==> src/rtl/mem_access_ctrl_if.sv <==
// Request, memory and pipeline-control signals between the MEM stage, the
// data memory and mem_access_ctrl. The controller uses the master modport.
`timescale 1ns/1ps
interface mem_access_ctrl_if #(
  parameter int unsigned ADDR_W = 16,
  parameter int unsigned DATA_W = 16
);
  logic              req_rd;
  logic              req_wr;
  logic [ADDR_W-1:0] req_addr;
  logic [DATA_W-1:0] req_wdata;
  logic              halt_req;
  logic              mem_rd;
  logic              mem_wr;
  logic [ADDR_W-1:0] mem_addr;
  logic [DATA_W-1:0] mem_wdata;
  logic [DATA_W-1:0] mem_rdata;
  logic              mem_stall;
  logic              mem_done;
  logic              stall_out;
  logic [DATA_W-1:0] rdata_out;
  logic              rdata_valid;
  logic              dump;
  logic              halted;
  logic              err;

  modport master (
    input  req_rd, req_wr, req_addr, req_wdata, halt_req,
    input  mem_rdata, mem_stall, mem_done,
    output mem_rd, mem_wr, mem_addr, mem_wdata,
    output stall_out, rdata_out, rdata_valid, dump, halted, err
  );

  modport slave (
    output req_rd, req_wr, req_addr, req_wdata, halt_req,
    output mem_rdata, mem_stall, mem_done,
    input  mem_rd, mem_wr, mem_addr, mem_wdata,
    input  stall_out, rdata_out, rdata_valid, dump, halted, err
  );
endinterface

==> src/rtl/mem_access_ctrl.sv <==
// Sequences MEM-stage loads/stores onto a multi-cycle data memory, stalls the
// pipeline while an access is in flight, and handles halt dump and error stop.
`timescale 1ns/1ps
module mem_access_ctrl #(
  parameter int unsigned ADDR_W  = 16,
  parameter int unsigned DATA_W  = 16,
  parameter int unsigned TIMEOUT = 15
) (
  input logic               clk,
  input logic               rst,
  mem_access_ctrl_if.master bus
);
  localparam int unsigned    CNT_W    = ($clog2(TIMEOUT) < 4) ? 4 : $clog2(TIMEOUT);
  localparam logic [CNT_W-1:0] CNT_LAST = CNT_W'(TIMEOUT - 1);

  typedef enum logic [2:0] {
    S_IDLE, S_ISSUE, S_WAIT, S_DONE, S_DUMP, S_HALTED, S_ERR
  } state_t;

  state_t            r_state;
  state_t            w_next;
  logic              r_kind_rd;
  logic [ADDR_W-1:0] r_addr;
  logic [DATA_W-1:0] r_wdata;
  logic [DATA_W-1:0] r_rdata;
  logic [CNT_W-1:0]  r_cnt;
  logic              r_mem_rd;
  logic              r_mem_wr;
  logic              r_rvalid;
  logic              r_dump;
  logic              r_halted;
  logic              r_err;

  logic w_req;
  logic w_bad;
  logic w_capture;
  logic w_finish;
  logic w_cnt_clr;
  logic w_cnt_inc;
  logic w_stall;
  logic w_kind_rd;

  // Next-state and per-cycle control decode
  always_comb begin
    w_next    = r_state;
    w_capture = 1'b0;
    w_finish  = 1'b0;
    w_cnt_clr = 1'b0;
    w_cnt_inc = 1'b0;
    w_stall   = 1'b0;
    w_req     = bus.req_rd | bus.req_wr;
    w_bad     = (bus.req_rd & bus.req_wr) | (w_req & bus.req_addr[0]);
    unique case (r_state)
      S_IDLE: begin
        if (w_bad) begin
          w_next = S_ERR;
        end else if (w_req) begin
          w_next    = S_ISSUE;
          w_capture = 1'b1;
          w_stall   = 1'b1;
        end else if (bus.halt_req) begin
          w_next = S_DUMP;
        end
      end
      S_ISSUE: begin
        w_stall = 1'b1;
        if (!bus.mem_stall) begin
          if (bus.mem_done) begin
            w_next   = S_DONE;
            w_finish = 1'b1;
          end else begin
            w_next    = S_WAIT;
            w_cnt_clr = 1'b1;
          end
        end
      end
      S_WAIT: begin
        w_stall = 1'b1;
        if (bus.mem_done) begin
          w_next   = S_DONE;
          w_finish = 1'b1;
        end else if (r_cnt == CNT_LAST) begin
          w_next = S_ERR;
        end else begin
          w_cnt_inc = 1'b1;
        end
      end
      S_DONE:   w_next = S_IDLE;
      S_DUMP:   w_next = S_HALTED;
      S_HALTED: w_next = S_HALTED;
      S_ERR:    w_next = S_HALTED;
      default:  w_next = S_IDLE;
    endcase
    w_kind_rd = w_capture ? bus.req_rd : r_kind_rd;
  end

  always_ff @(posedge clk or negedge rst) begin
    if (!rst) r_state <= S_IDLE;
    else      r_state <= w_next;
  end

  // Outputs are registered from the next state so they line up with it
  always_ff @(posedge clk or negedge rst) begin
    if (!rst) begin
      r_kind_rd <= 1'b0;
      r_addr    <= '0;
      r_wdata   <= '0;
      r_rdata   <= '0;
      r_cnt     <= '0;
      r_mem_rd  <= 1'b0;
      r_mem_wr  <= 1'b0;
      r_rvalid  <= 1'b0;
      r_dump    <= 1'b0;
      r_halted  <= 1'b0;
      r_err     <= 1'b0;
    end else begin
      if (w_capture) begin
        r_kind_rd <= bus.req_rd;
        r_addr    <= bus.req_addr;
        r_wdata   <= bus.req_wdata;
      end
      if (w_cnt_clr)      r_cnt <= '0;
      else if (w_cnt_inc) r_cnt <= r_cnt + CNT_W'(1);
      if (w_finish && r_kind_rd) r_rdata <= bus.mem_rdata;
      r_mem_rd <= (w_next == S_ISSUE) && w_kind_rd;
      r_mem_wr <= (w_next == S_ISSUE) && !w_kind_rd;
      r_rvalid <= w_finish && r_kind_rd;
      r_dump   <= (w_next == S_DUMP);
      r_err    <= r_err || (w_next == S_ERR);
      r_halted <= r_halted || (w_next == S_ERR) || (w_next == S_HALTED);
    end
  end

  assign bus.mem_rd      = r_mem_rd;
  assign bus.mem_wr      = r_mem_wr;
  assign bus.mem_addr    = r_addr;
  assign bus.mem_wdata   = r_wdata;
  assign bus.rdata_out   = r_rdata;
  assign bus.rdata_valid = r_rvalid;
  assign bus.dump        = r_dump;
  assign bus.halted      = r_halted;
  assign bus.err         = r_err;
  // Combinational so the pipeline freezes in the same cycle a request appears
  assign bus.stall_out   = w_stall & rst;
endmodule

==> src/flat_wrapper.sv <==
// flat-port wrapper written by rule: the top's interface ports become plain ports
module mem_access_ctrl_flat 
#(
  parameter int unsigned ADDR_W  = 16,
  parameter int unsigned DATA_W  = 16,
  parameter int unsigned TIMEOUT = 15
)
  (clk, rst, bus_req_rd, bus_req_wr, bus_req_addr, bus_req_wdata, bus_halt_req, bus_mem_rdata, bus_mem_stall, bus_mem_done, bus_mem_rd, bus_mem_wr, bus_mem_addr, bus_mem_wdata, bus_stall_out, bus_rdata_out, bus_rdata_valid, bus_dump, bus_halted, bus_err);
  mem_access_ctrl_if #(.ADDR_W(ADDR_W), .DATA_W(DATA_W)) bus_i ();
  input logic clk;
  input logic rst;
  input wire logic [$bits(bus_i.req_rd)-1:0] bus_req_rd;
  input wire logic [$bits(bus_i.req_wr)-1:0] bus_req_wr;
  input wire logic [$bits(bus_i.req_addr)-1:0] bus_req_addr;
  input wire logic [$bits(bus_i.req_wdata)-1:0] bus_req_wdata;
  input wire logic [$bits(bus_i.halt_req)-1:0] bus_halt_req;
  input wire logic [$bits(bus_i.mem_rdata)-1:0] bus_mem_rdata;
  input wire logic [$bits(bus_i.mem_stall)-1:0] bus_mem_stall;
  input wire logic [$bits(bus_i.mem_done)-1:0] bus_mem_done;
  output wire logic [$bits(bus_i.mem_rd)-1:0] bus_mem_rd;
  output wire logic [$bits(bus_i.mem_wr)-1:0] bus_mem_wr;
  output wire logic [$bits(bus_i.mem_addr)-1:0] bus_mem_addr;
  output wire logic [$bits(bus_i.mem_wdata)-1:0] bus_mem_wdata;
  output wire logic [$bits(bus_i.stall_out)-1:0] bus_stall_out;
  output wire logic [$bits(bus_i.rdata_out)-1:0] bus_rdata_out;
  output wire logic [$bits(bus_i.rdata_valid)-1:0] bus_rdata_valid;
  output wire logic [$bits(bus_i.dump)-1:0] bus_dump;
  output wire logic [$bits(bus_i.halted)-1:0] bus_halted;
  output wire logic [$bits(bus_i.err)-1:0] bus_err;
  assign bus_i.req_rd = bus_req_rd;
  assign bus_i.req_wr = bus_req_wr;
  assign bus_i.req_addr = bus_req_addr;
  assign bus_i.req_wdata = bus_req_wdata;
  assign bus_i.halt_req = bus_halt_req;
  assign bus_i.mem_rdata = bus_mem_rdata;
  assign bus_i.mem_stall = bus_mem_stall;
  assign bus_i.mem_done = bus_mem_done;
  assign bus_mem_rd = bus_i.mem_rd;
  assign bus_mem_wr = bus_i.mem_wr;
  assign bus_mem_addr = bus_i.mem_addr;
  assign bus_mem_wdata = bus_i.mem_wdata;
  assign bus_stall_out = bus_i.stall_out;
  assign bus_rdata_out = bus_i.rdata_out;
  assign bus_rdata_valid = bus_i.rdata_valid;
  assign bus_dump = bus_i.dump;
  assign bus_halted = bus_i.halted;
  assign bus_err = bus_i.err;
  mem_access_ctrl #(.ADDR_W(ADDR_W), .DATA_W(DATA_W), .TIMEOUT(TIMEOUT)) u_core (.clk(clk), .rst(rst), .bus(bus_i));
endmodule
==> config.mk <==
export PLATFORM = sky130hd
export DESIGN_NAME = mem_access_ctrl_flat
export DESIGN_NICKNAME = d
export VERILOG_FILES = /design/src/rtl/mem_access_ctrl_if.sv /design/src/rtl/mem_access_ctrl.sv /design/src/flat_wrapper.sv
export SDC_FILE = /design/constraint.sdc
export NUM_CORES = 1
export LEC_CHECK = 0
export BUFFER_PORTS_ARGS = -buffer_cell sky130_fd_sc_hd__buf_2
export CORE_MARGIN = 2
export CORE_UTILIZATION = 52
export CTS_BUF_LIST = sky130_fd_sc_hd__clkbuf_2
export DETAILED_ROUTE_END_ITERATION = 16
export PLACE_DENSITY_LB_ADDON = 0.12
export SYNTH_ARGS = -nofsm -noshare
export SYNTH_HDL_FRONTEND = slang
export SYNTH_SLANG_ARGS = --single-unit
==> constraint.sdc <==
create_clock -name clk -period 3.5 [get_ports clk]
set_clock_uncertainty 0.1 [all_clocks]
set_input_delay 0.525 -clock clk [delete_from_list [all_inputs] [get_ports clk]]
set_output_delay 0.525 -clock clk [all_outputs]
set_load 0.05 [all_outputs]
==> flow_summary_export.csv, run 1 <==
group,metric,value,unit
setup_path,end_kind,"register",
die,dieArea,5287,um2
timing,fin_crit,2193,ps
die,core,4444,um2
placed_design,place_congestion,0.7812,
synth,yosysWarningCount,0,
cts,clk_pin_slew,160,ps
setup_path,worstPathMaxFanout,33,
cts,clock-sinks,62,
power,p_int,1.731,mW
outcome,status,"finished clean",
die,die_h,72.71,um
power,power-per-cell-area,1077,nW/um2
synth,synth_seq_area_share,0.6320,
setup_path,startpoint,"u_core.r_state[2]",
setup_path,crit_type,"register to register",
cells_and_area,syn_to_final_growth,29.61,%
setup_path,r2r_setup_slack,1310,ps
cts,ctsHoldBuffers,0,
timing,fin_crit_sh,0.6265,
power,power_frac_clock,0.137,
global_routing,grt_usage,0.1810,
die,initial_core_util,0.5524,
cts,root_buffer,"clkbuf_2",
setup_path,start_kind,"register",
drt,wl_per_cell,13.71,um
hold_path,hold_path.class,"primary input to asynchronous set/reset pin",
synth,syn_inst,165,
synth,synth.avg_cell_area,14.88,um2
drt,firstDrtPassIters,4,
setup_path,reg2reg_depth,5,
timing,final_max_slew_viol_count,0,
synth,synth_area_leader_cell,"dfrtp_1",
power,fin_total_pwr,3.426,mW
cts,cts_setup_buffers,0,
timing,grt_setup_unrepaired,"no",
timing,setup_viol,0,
setup_path,cp.arrival,2390,ps
die,rows,24,
synth,syn-num-nets,222,
synth,synth_top_area_frac,0.6320,
drt,vias,1730,
synth,syn_area,2455,um2
setup_path,worstPathRequired,3690,ps
timing,timing.setup.tns,0,ps
synth,synthTopCellsByArea,"dfrtp_1, mux2_2, ha_1",
cts,cts_max_path_buffers,2,
power,switching_share,0.4946,
power,p_seq_frac,0.343,
cells_and_area,diodes,0,
setup_path,endpoint,"u_core.bus.mem_rd",
placed_design,io_buffers,109,
run,maxCapViolCount,0,
setup_path,reg2reg_to,"u_core.bus.mem_rd",
cts,numCtsBuffers,9,
drt,antenna_left,0,
power,p_comb_frac,0.520,
placed_design,dpl.hpwl,3381,um
timing,finalHoldViolations,0,
cts,clkLatencyLatePin,430,ps
power,power.leakage,1.628,nW
cells_and_area,nets,339,
power,irDropWorstVdd,758.2,uV
global_routing,grt_first_pass_wirelength,7327,um
cts,cts_tree,"yes",
timing,worst_pin_slew,805.4,ps
cts,htreeDepth,3,
drt,viasPerCell,5.103,
synth,yosys.cell_types.count,30,
synth,ys_ff_latch,62,
setup_path,r2r_start,"u_core.r_state[2]",
global_routing,first_global_vias,1704,
cells_and_area,fillers,341,
global_routing,grt_max_degree,63,
drt,drc,0,
die,io_pins,110,
die,dieWidth,72.71,um
cells_and_area,drive_above_1_share,0.6098,
drt,drtIter0Drc,95,
global_routing,antenna_found_initial,0,
power,switching_power,1.694,mW
timing,fmax,0.4561,GHz
drt,wl,4648,um
global_routing,grt-ovfl-total,0,
cts,cts_resized,0,
timing,relSlewSlack,0.4614,
-- registers in the layout, indices dropped and copies added (netlist names) --
name                    flops
u_core.bus.err              1
u_core.bus.mem_addr        16
u_core.r_cnt                4
u_core.bus.mem_wr           1
u_core.bus.rdata_valid      1
u_core.bus.mem_rd           1
u_core.bus.rdata_out       16
u_core.bus.halted           1
u_core.bus.dump             1
u_core.r_state              3
u_core.r_kind_rd            1
u_core.bus.mem_wdata       16
-- how the worst min path moves through the flow --
stage	from	to	slack [ps]
detailed placement	u_core.bus.err	u_core.bus.err	370
CTS	rst	u_core.bus.rdata_out[8]	110
global placement	u_core.bus.err	u_core.bus.err	350
global route	bus_req_wdata[13]	u_core.bus.mem_wdata[13]	150
floorplan	rst	u_core.bus.dump	130
finish	rst	u_core.bus.rdata_out[0]	120
-- layout by cell type, fill, tap and decap left out --
cell,netlist,routed
xor2_1,2,2
nor4b_1,2,2
a21oi_1,1,1
nand2_1,6,6
o21ai_0,3,3
nor3_1,4,4
buf_2,4,109
dfrtp_1,62,62
mux2_2,48,48
clkbuf_2,0,10
nor3b_4,0,1
nand2b_1,3,3
xnor2_1,2,2
and3_1,1,1
o211ai_1,1,1
clkinv_2,0,1
clkinv_1,0,3
buf_4,0,2
a221o_1,1,1
ha_1,2,2
and4b_1,1,1
a211oi_1,1,1
or2_2,1,1
bufinv_16,0,2
a21o_1,1,1
nand3_1,4,4
and3b_1,1,1
maj3_1,1,1
nor2_1,5,5
nor4_1,1,1
inv_1,2,2
nor2b_1,1,1
a211oi_4,1,1
and2b_1,1,1
-- worst max-delay path, stage by stage (launching register included) --
cell and delay (ps):
dfrtp_1 520, nor3_1 280, nor3b_4 220, buf_4 390
mux2_2 400, nor4b_1 140
-- synthesized netlist by cell type --
cell	n
nor2b_1	1
a21o_1	1
maj3_1	1
nor2_1	5
or2_2	1
and2b_1	1
nand2_1	6
nor4b_1	2
buf_6	1
and4b_1	1
nor4_1	1
nor3_1	4
a211oi_1	1
nand3_1	4
and3b_1	1
a21oi_1	1
mux2_2	48
o211ai_1	1
and3_1	1
ha_1	2
nor3b_2	1
o21ai_0	3
inv_1	2
buf_2	4
a221o_1	1
a211oi_4	1
dfrtp_1	62
xor2_1	2
nand2b_1	3
xnor2_1	2
-- cell families (layout without fill, tap and decap cells) --
family / after synthesis / count (layout) / share of synthesized area
simple gates: 32 / 32 / 0.07391
fa+ha+maj: 3 / 3 / 0.01427
flops: 62 / 62 / 0.6320
buf+inv: 7 / 129 / 0.01580
compound gates: 9 / 9 / 0.02956
mux: 48 / 48 / 0.2202
xor+xnor: 4 / 4 / 0.01427
-- stage by stage --
stage | instances | hold WS, ps | worst slack [ps] | instance area (um2) | utilization
floorplan | 165 | 129.4 | 1532 | 2455 | -
finish | 339 | 123.4 | 1307 | 3182 | 0.7159
global route | 339 | 153.7 | 1159 | 3182 | 0.7159
detailed placement | 323 | 370.1 | 1135 | 3055 | 0.6875
global placement | 323 | 350.0 | 1162 | 3055 | 0.6875
CTS | 339 | 114.7 | 1299 | 3182 | 0.7159
-- routing by layer --
metal	global-route usage	wire length, um	vias up
met4	0.08642	32	0
met1	0.2248	2038	828
met2	0.2919	2177	75
met3	0.05249	399	4
met5	0	0	-
li1	-	-	823
-- layout make-up --
class | instances | area (um2) | share of cell area
sequential | 62 | 1551 | 0.4876
multi-input combinational | 96 | 870.8 | 0.2737
timing repair buffer | 111 | 560.5 | 0.1762
clock inverter | 6 | 76.32 | 0.02399
tap | 52 | 65.06 | 0.02045
clock buffer | 10 | 50.05 | 0.01573
inverter | 2 | 7.507 | 0.002359
-- power groups by stage --
| stage | Combinational (mW) | Sequential, mW | Clock [mW] |
|---|---|---|---|
| 4_1_cts | 1.79 | 1.18 | 0.486 |
| 5_1_grt | 1.86 | 1.22 | 0.510 |
| 3_5_place_dp | 1.79 | 1.19 | 0 |
| 2_1_floorplan | 0.428 | 2.14 | 0 |
| 6_report | 1.78 | 1.17 | 0.469 |
| 3_3_place_gp | 1.77 | 1.18 | 0 |
(Power assumes the default switching activity.)
==> run 2: changes to the inputs <==
Settings changed: CORE_UTILIZATION 52 to 48.
Clock period 3.5 ns to 2.1 ns, I/O delays scaled along.
==> run 2 against run 1 <==
First-iteration DRC count shrank 21%; register-to-register slack lost 1100 ps; non-clock buffer count grew 51; sequential share of layout area shrank 6.5 points; total power up 63%; clock-buffer cell count up 1; routed wire length increased by 21%; critical path type is now register to primary output.
==> flow_summary_export.csv, run 2 (synthesis results as in run 1) <==
group,metric,value,unit
outcome,status,"finished clean",
setup_path,crit_path_top_delay_cell,"dfrtp_1",
cts,root_buffer,"clkbuf_2",
setup_path,crit_type,"register to primary output",
drt,vias,1915,
global_routing,grt_usage,0.2057,
timing,worst_pin_slew,751.3,ps
setup_path,critPathBufInv,1,
setup_path,crit_chain,"nor2_1, o21ai_0, and4b_1, buf_2",
drt,wl_per_cell,13.88,um
power,power-per-cell-area,1522,nW/um2
power,power.leakage,1.826,nW
global_routing,grt_busiest_layer,"met2",
placed_design,dpl.hpwl,3655,um
cts,clock-sinks,62,
global_routing,first_global_vias,1902,
cts,clk_pin_slew,130,ps
global_routing,grt-ovfl-total,0,
global_routing,grt_first_pass_wirelength,8556,um
hold_path,hold_path.class,"primary input to register",
cts,cts_resized,0,
global_routing,met2_usage,0.3575,
timing,timing.setup.tns,0,ps
die,initial_core_util,0.4900,
setup_path,start_kind,"register",
cts,htreeDepth,3,
timing,relSlewSlack,0.4992,
drt,antenna_left,0,
timing,fmax,0.5109,GHz
timing,finalHoldViolations,0,
die,rows,26,
cells_and_area,nets,390,
cells_and_area,layout_commonest_cell,"buf_2",
timing,fin_crit,1957,ps
global_routing,use_met1,0.2403,
power,fin_total_pwr,5.593,mW
die,io_pins,110,
cells_and_area,syn_to_final_growth,49.69,%
cts,cts_tree,"yes",
cts,clkLatencyLatePin,440,ps
setup_path,slowest_delay,490,ps
setup_path,r2r_setup_slack,240,ps
run,maxCapViolCount,0,
cells_and_area,fillers,376,
timing,setup_viol,0,
power,irDropWorstVdd,1032,uV
global_routing,antenna_found_initial,0,
setup_path,worstPathRequired,1680,ps
placed_design,io_buffers,109,
global_routing,grt_util_met3,0.06746,
cells_and_area,layout_common_cells,"buf_2, dfrtp_1, mux2_2, dlygate4sd3_1, clkbuf_2",
drt,viasPerCell,4.717,
cells_and_area,drive_above_1_share,0.5298,
setup_path,crit_family,"flip-flops",
setup_path,cp.arrival,1540,ps
die,dieWidth,75.52,um
drt,firstDrtPassIters,4,
timing,hold_ws,114.9,ps
placed_design,place_congestion,0.7843,
cells_and_area,diodes,0,
setup_path,worstPathMaxFanout,8,
cts,numCtsBuffers,9,
drt,drc,0,
global_routing,grt_max_degree,63,
drt,wl,5637,um
setup_path,end_kind,"primary output",
timing,final_max_slew_viol_count,0,
cts,cts_max_path_buffers,2,
die,dieArea,5703,um2
timing,grt_setup_unrepaired,"no",
die,die_h,75.52,um
die,core,5010,um2
drt,drtIter0Drc,75,
timing,fin_crit_sh,0.9320,
==> run 2: power by group <==
part	internal, mW	switching (mW)
clock network	0.146	0.372
registers	1.69	0.287
logic	0.895	2.20
==> run 2: worst paths after layout <==
path                              startpoint                       to  depth (start not counted)
max                        u_core.r_state[1]            bus_stall_out                          4
min                               bus_req_rd         u_core.r_kind_rd                          2
max reg2reg                u_core.r_state[2]        u_core.bus.mem_wr                          4
min reg2reg                   u_core.bus.err           u_core.bus.err                          1
max in group asynchronous                rst        u_core.r_state[1]                          3
min in group asynchronous                rst  u_core.bus.rdata_out[4]                          3
==> run 2: cell type report <==
type	count	area, um2	area share
Clock buffer	11	55.05	0.01498
Clock inverter	3	13.76	0.003745
Inverter	2	7.507	0.002043
Multi-Input combinational cell	96	870.8	0.2370
Sequential cell	62	1551	0.4222
Tap cell	70	87.58	0.02383
Timing Repair Buffer	162	1089	0.2962
==> run 2: metal layers <==
layer  up-vias  part of all wire
li1        923                 -
met1       923              0.41
met2        65              0.52
met3         4             0.072
met4         0            0.0060
met5         -                 0
==> run 2: worst reg2reg max path, cell delays in order, from the launching register on <==
cell and delay, ps:
dfrtp_1 510, nor3_1 250, nor3b_4 300, mux2_2 390, nor4_1 220
==> run 2: stage by stage <==
step | setup slack, ps | utilization | instance area (um2) | cells
after floorplan | 277.9 | - | 2455 | 165
after CTS | 82.33 | 0.7335 | 3675 | 406
after detailed placement | 228.2 | 0.6239 | 3126 | 344
after global placement | 266.5 | 0.6239 | 3126 | 344
final | 142.8 | 0.7335 | 3675 | 406
after global routing | 3.258 | 0.7335 | 3675 | 406
==> run 2: timing repair <==
action | 4_1_cts | 5_1_grt
endpoints found under the hold margin | 109 | 0
endpoints found under the setup margin | 0 | 0
hold buffers | 48 | 0
setup buffers | 0 | 0
==> run 3: changes to the inputs <==
Settings changed: ABC_AREA from default to 1, CORE_UTILIZATION 48 to 49, MAX_ROUTING_LAYER from default to met4.
==> run 3 against run 2 <==
Hold slack worse by 9.7 ps; die area increased by 3.3%; utilization rose by 1.5 points; sequential share of layout area is 1.6 points lower; first-iteration DRC count increased by 43%; critical endpoint unchanged.
==> flow_summary_export.csv, run 3 <==
group,metric,value,unit
outcome,status,"finished clean",
global_routing,antenna_found_initial,0,
power,p_int,2.654,mW
placed_design,dpl.hpwl,3793,um
run,maxCapViolCount,0,
die,initial_core_util,0.5078,
global_routing,grt_usage,0.2345,
power,power.leakage,2.183,nW
synth,yosys.cell_types.count,26,
synth,synth.avg_cell_area,8.883,um2
synth,syn_inst,292,
power,irDropWorstVdd,875.2,uV
cts,clkLatencyLatePin,430,ps
drt,wl_per_cell,11.96,um
drt,vias,2455,
hold_path,hold_path.class,"primary input to register",
synth,synth_area_leader_cell,"dfrtp_1",
drt,antenna_left,0,
placed_design,place_inst,466,
global_routing,grt_first_pass_wirelength,10810,um
timing,relSlewSlack,0.4979,
synth,synth_edf_count,0,
cts,htreeDepth,3,
synth,synth_seq_area_share,0.5982,
timing,fin_crit_sh,0.9834,
timing,fin_crit,2065,ps
cells_and_area,layout.cells.non_filler,535,
global_routing,grt_max_degree,63,
setup_path,cp.arrival,1650,ps
cells_and_area,drive_above_1_share,0.3355,
cts,clk_pin_slew,150,ps
synth,synthTopCellsByCount,"nand2_1, dfrtp_1, inv_1, nand3_1, nand2_2",
power,p_seq_frac,0.343,
cells_and_area,diodes,0,
die,dieArea,5891,um2
synth,synth_top_area_frac,0.5982,
setup_path,worstPathRequired,1680,ps
drt,drc,0,
synth,async_reset_ff_frac,1.000,
die,die_h,76.76,um
timing,finalHoldViolations,0,
synth,syn-num-nets,349,
drt,wl,6396,um
synth,syn_area,2594,um2
cts,numCtsBuffers,9,
synth,synth.most_common_cell,"nand2_1",
synth,synthTopCellsByArea,"dfrtp_1, nand2_1, nand3_1",
timing,final_max_slew_viol_count,0,
setup_path,worstPathMaxFanout,4,
power,switching_share,0.5406,
placed_design,place_congestion,0.8178,
die,io_pins,110,
cts,root_buffer,"clkbuf_2",
drt,firstDrtPassIters,4,
global_routing,first_global_vias,2399,
cells_and_area,syn_to_final_growth,47.37,%
power,power_frac_clock,0.092,
drt,drtIter0Drc,107,
cts,cts_max_path_buffers,2,
cells_and_area,layout_commonest_cell,"nand2_1",
power,p_comb_frac,0.565,
drt,viasPerCell,4.589,
timing,grt_setup_unrepaired,"yes",
die,dieWidth,76.76,um
timing,hold_ws,105.2,ps
synth,ys_ff_latch,62,
global_routing,grt-ovfl-total,0,
timing,setup_viol,0,
cells_and_area,layout_common_cells,"nand2_1, buf_2, dfrtp_1",
synth,yosysWarningCount,0,
cells_and_area,nets,519,
cts,cts_tree,"yes",
die,rows,26,
timing,fmax,0.4842,GHz
timing,timing.setup.tns,0,ps
power,switching_power,3.122,mW
die,core,5107,um2
setup_path,start_kind,"register",
cts,clock-sinks,62,
synth,synth_top_flop_cell,"dfrtp_1",
timing,worst_pin_slew,753.2,ps
power,power-per-cell-area,1511,nW/um2
setup_path,crit_type,"register to primary output",
placed_design,io_buffers,109,
setup_path,end_kind,"primary output",
[run 3: changes by cell type in the layout (fill, tap and decap cells not counted), moves of 7 or more]
| cell | delta |
|---|---|
| buf_4 | +7 |
| inv_1 | +15 |
| mux2_2 | -48 |
| nand2_1 | +138 |
| nand2_2 | +11 |
| nand3_1 | +11 |
[run 3: worst paths after layout]
path	to	cells after the start	slack, ps	from
max	bus_stall_out	6	30	u_core.r_state[1]
min	u_core.r_kind_rd	3	110	bus_req_rd
max reg2reg	u_core.bus.mem_rd	9	400	u_core.r_state[1]
min reg2reg	u_core.bus.mem_addr[5]	2	380	u_core.bus.mem_addr[5]
max in group asynchronous	u_core.bus.mem_wdata[7]	3	940	rst
min in group asynchronous	u_core.r_cnt[3]	3	450	rst
[run 3: kinds of logic (layout without fill, tap and decap cells)]
| kind of cell | count (synthesis) | after routing | synth area share |
|---|---|---|---|
| adder cells (fa/ha/maj) | 2 | 2 | 0.009646 |
| AO/OA/AOI/OAI | 8 | 8 | 0.01881 |
| flip-flops | 62 | 62 | 0.5982 |
| XOR/XNOR | 1 | 1 | 0.003377 |
| AND/OR/NAND/NOR | 189 | 189 | 0.3140 |
| buffers and inverters | 30 | 203 | 0.05596 |
[run 3: power by group through the flow]
stage / combinational, mW / clock, mW / sequential, mW
2_1_floorplan: 0.772 / 0 / 3.56
3_3_place_gp: 3.01 / 0 / 2.00
3_5_place_dp: 3.05 / 0 / 2.00
4_1_cts: 3.17 / 0.552 / 1.98
5_1_grt: 3.49 / 0.611 / 2.05
6_report: 3.26 / 0.533 / 1.98
[run 3: critical path: stages, from the launching register on]
cell	delay, ps
dfrtp_1	440
nor2_4	150
nand2_2	70
inv_2	90
nand3_4	90
a31oi_4	190
buf_6	180
[run 3: per-layer routing]
metal,part of all wire,up-vias,wire [um],GRT usage
met2,0.48,82,3091,0.3772
li1,-,1231,-,-
met5,0,-,0,-
met1,0.44,1130,2795,0.2956
met3,0.058,12,372,0.04235
met4,0.021,0,137,0.09455
[run 3: cell type report]
| type | count | area, um2 |
|---|---|---|
| Clock inverter | 3 | 13.76 |
| Timing Repair Buffer | 167 | 1107 |
| Sequential cell | 62 | 1551 |
| Fill cell | 401 | 1285 |
| Inverter | 22 | 87.58 |
| Tap cell | 70 | 87.58 |
| Clock buffer | 11 | 55.05 |
| Multi-Input combinational cell | 200 | 919.6 |
[run 3: timing repair]
| item | 4_1_cts | 5_1_grt |
|---|---|---|
| buffers inserted | 2 | 5 |
| hold endpoints to repair | 109 | 0 |
| pin swaps | 1 | 2 |
| hold buffers | 48 | 0 |
| gates resized for setup | 2 | 2 |
| endpoints found under the setup margin | 1 | 1 |
[run 3: stage by stage]
step           total power [mW]  worst slack [ps]  utilization  instance area [um2]
6_report                  5.776             34.82       0.7484                 3822
3_3_place_gp              5.010             438.7       0.6249                 3192
5_1_grt                   6.148            -43.36       0.7484                 3822
4_1_cts                   5.701             18.54       0.7389                 3774
2_1_floorplan             4.328             62.33            -                 2594
3_5_place_dp              5.055             414.8       0.6249                 3192
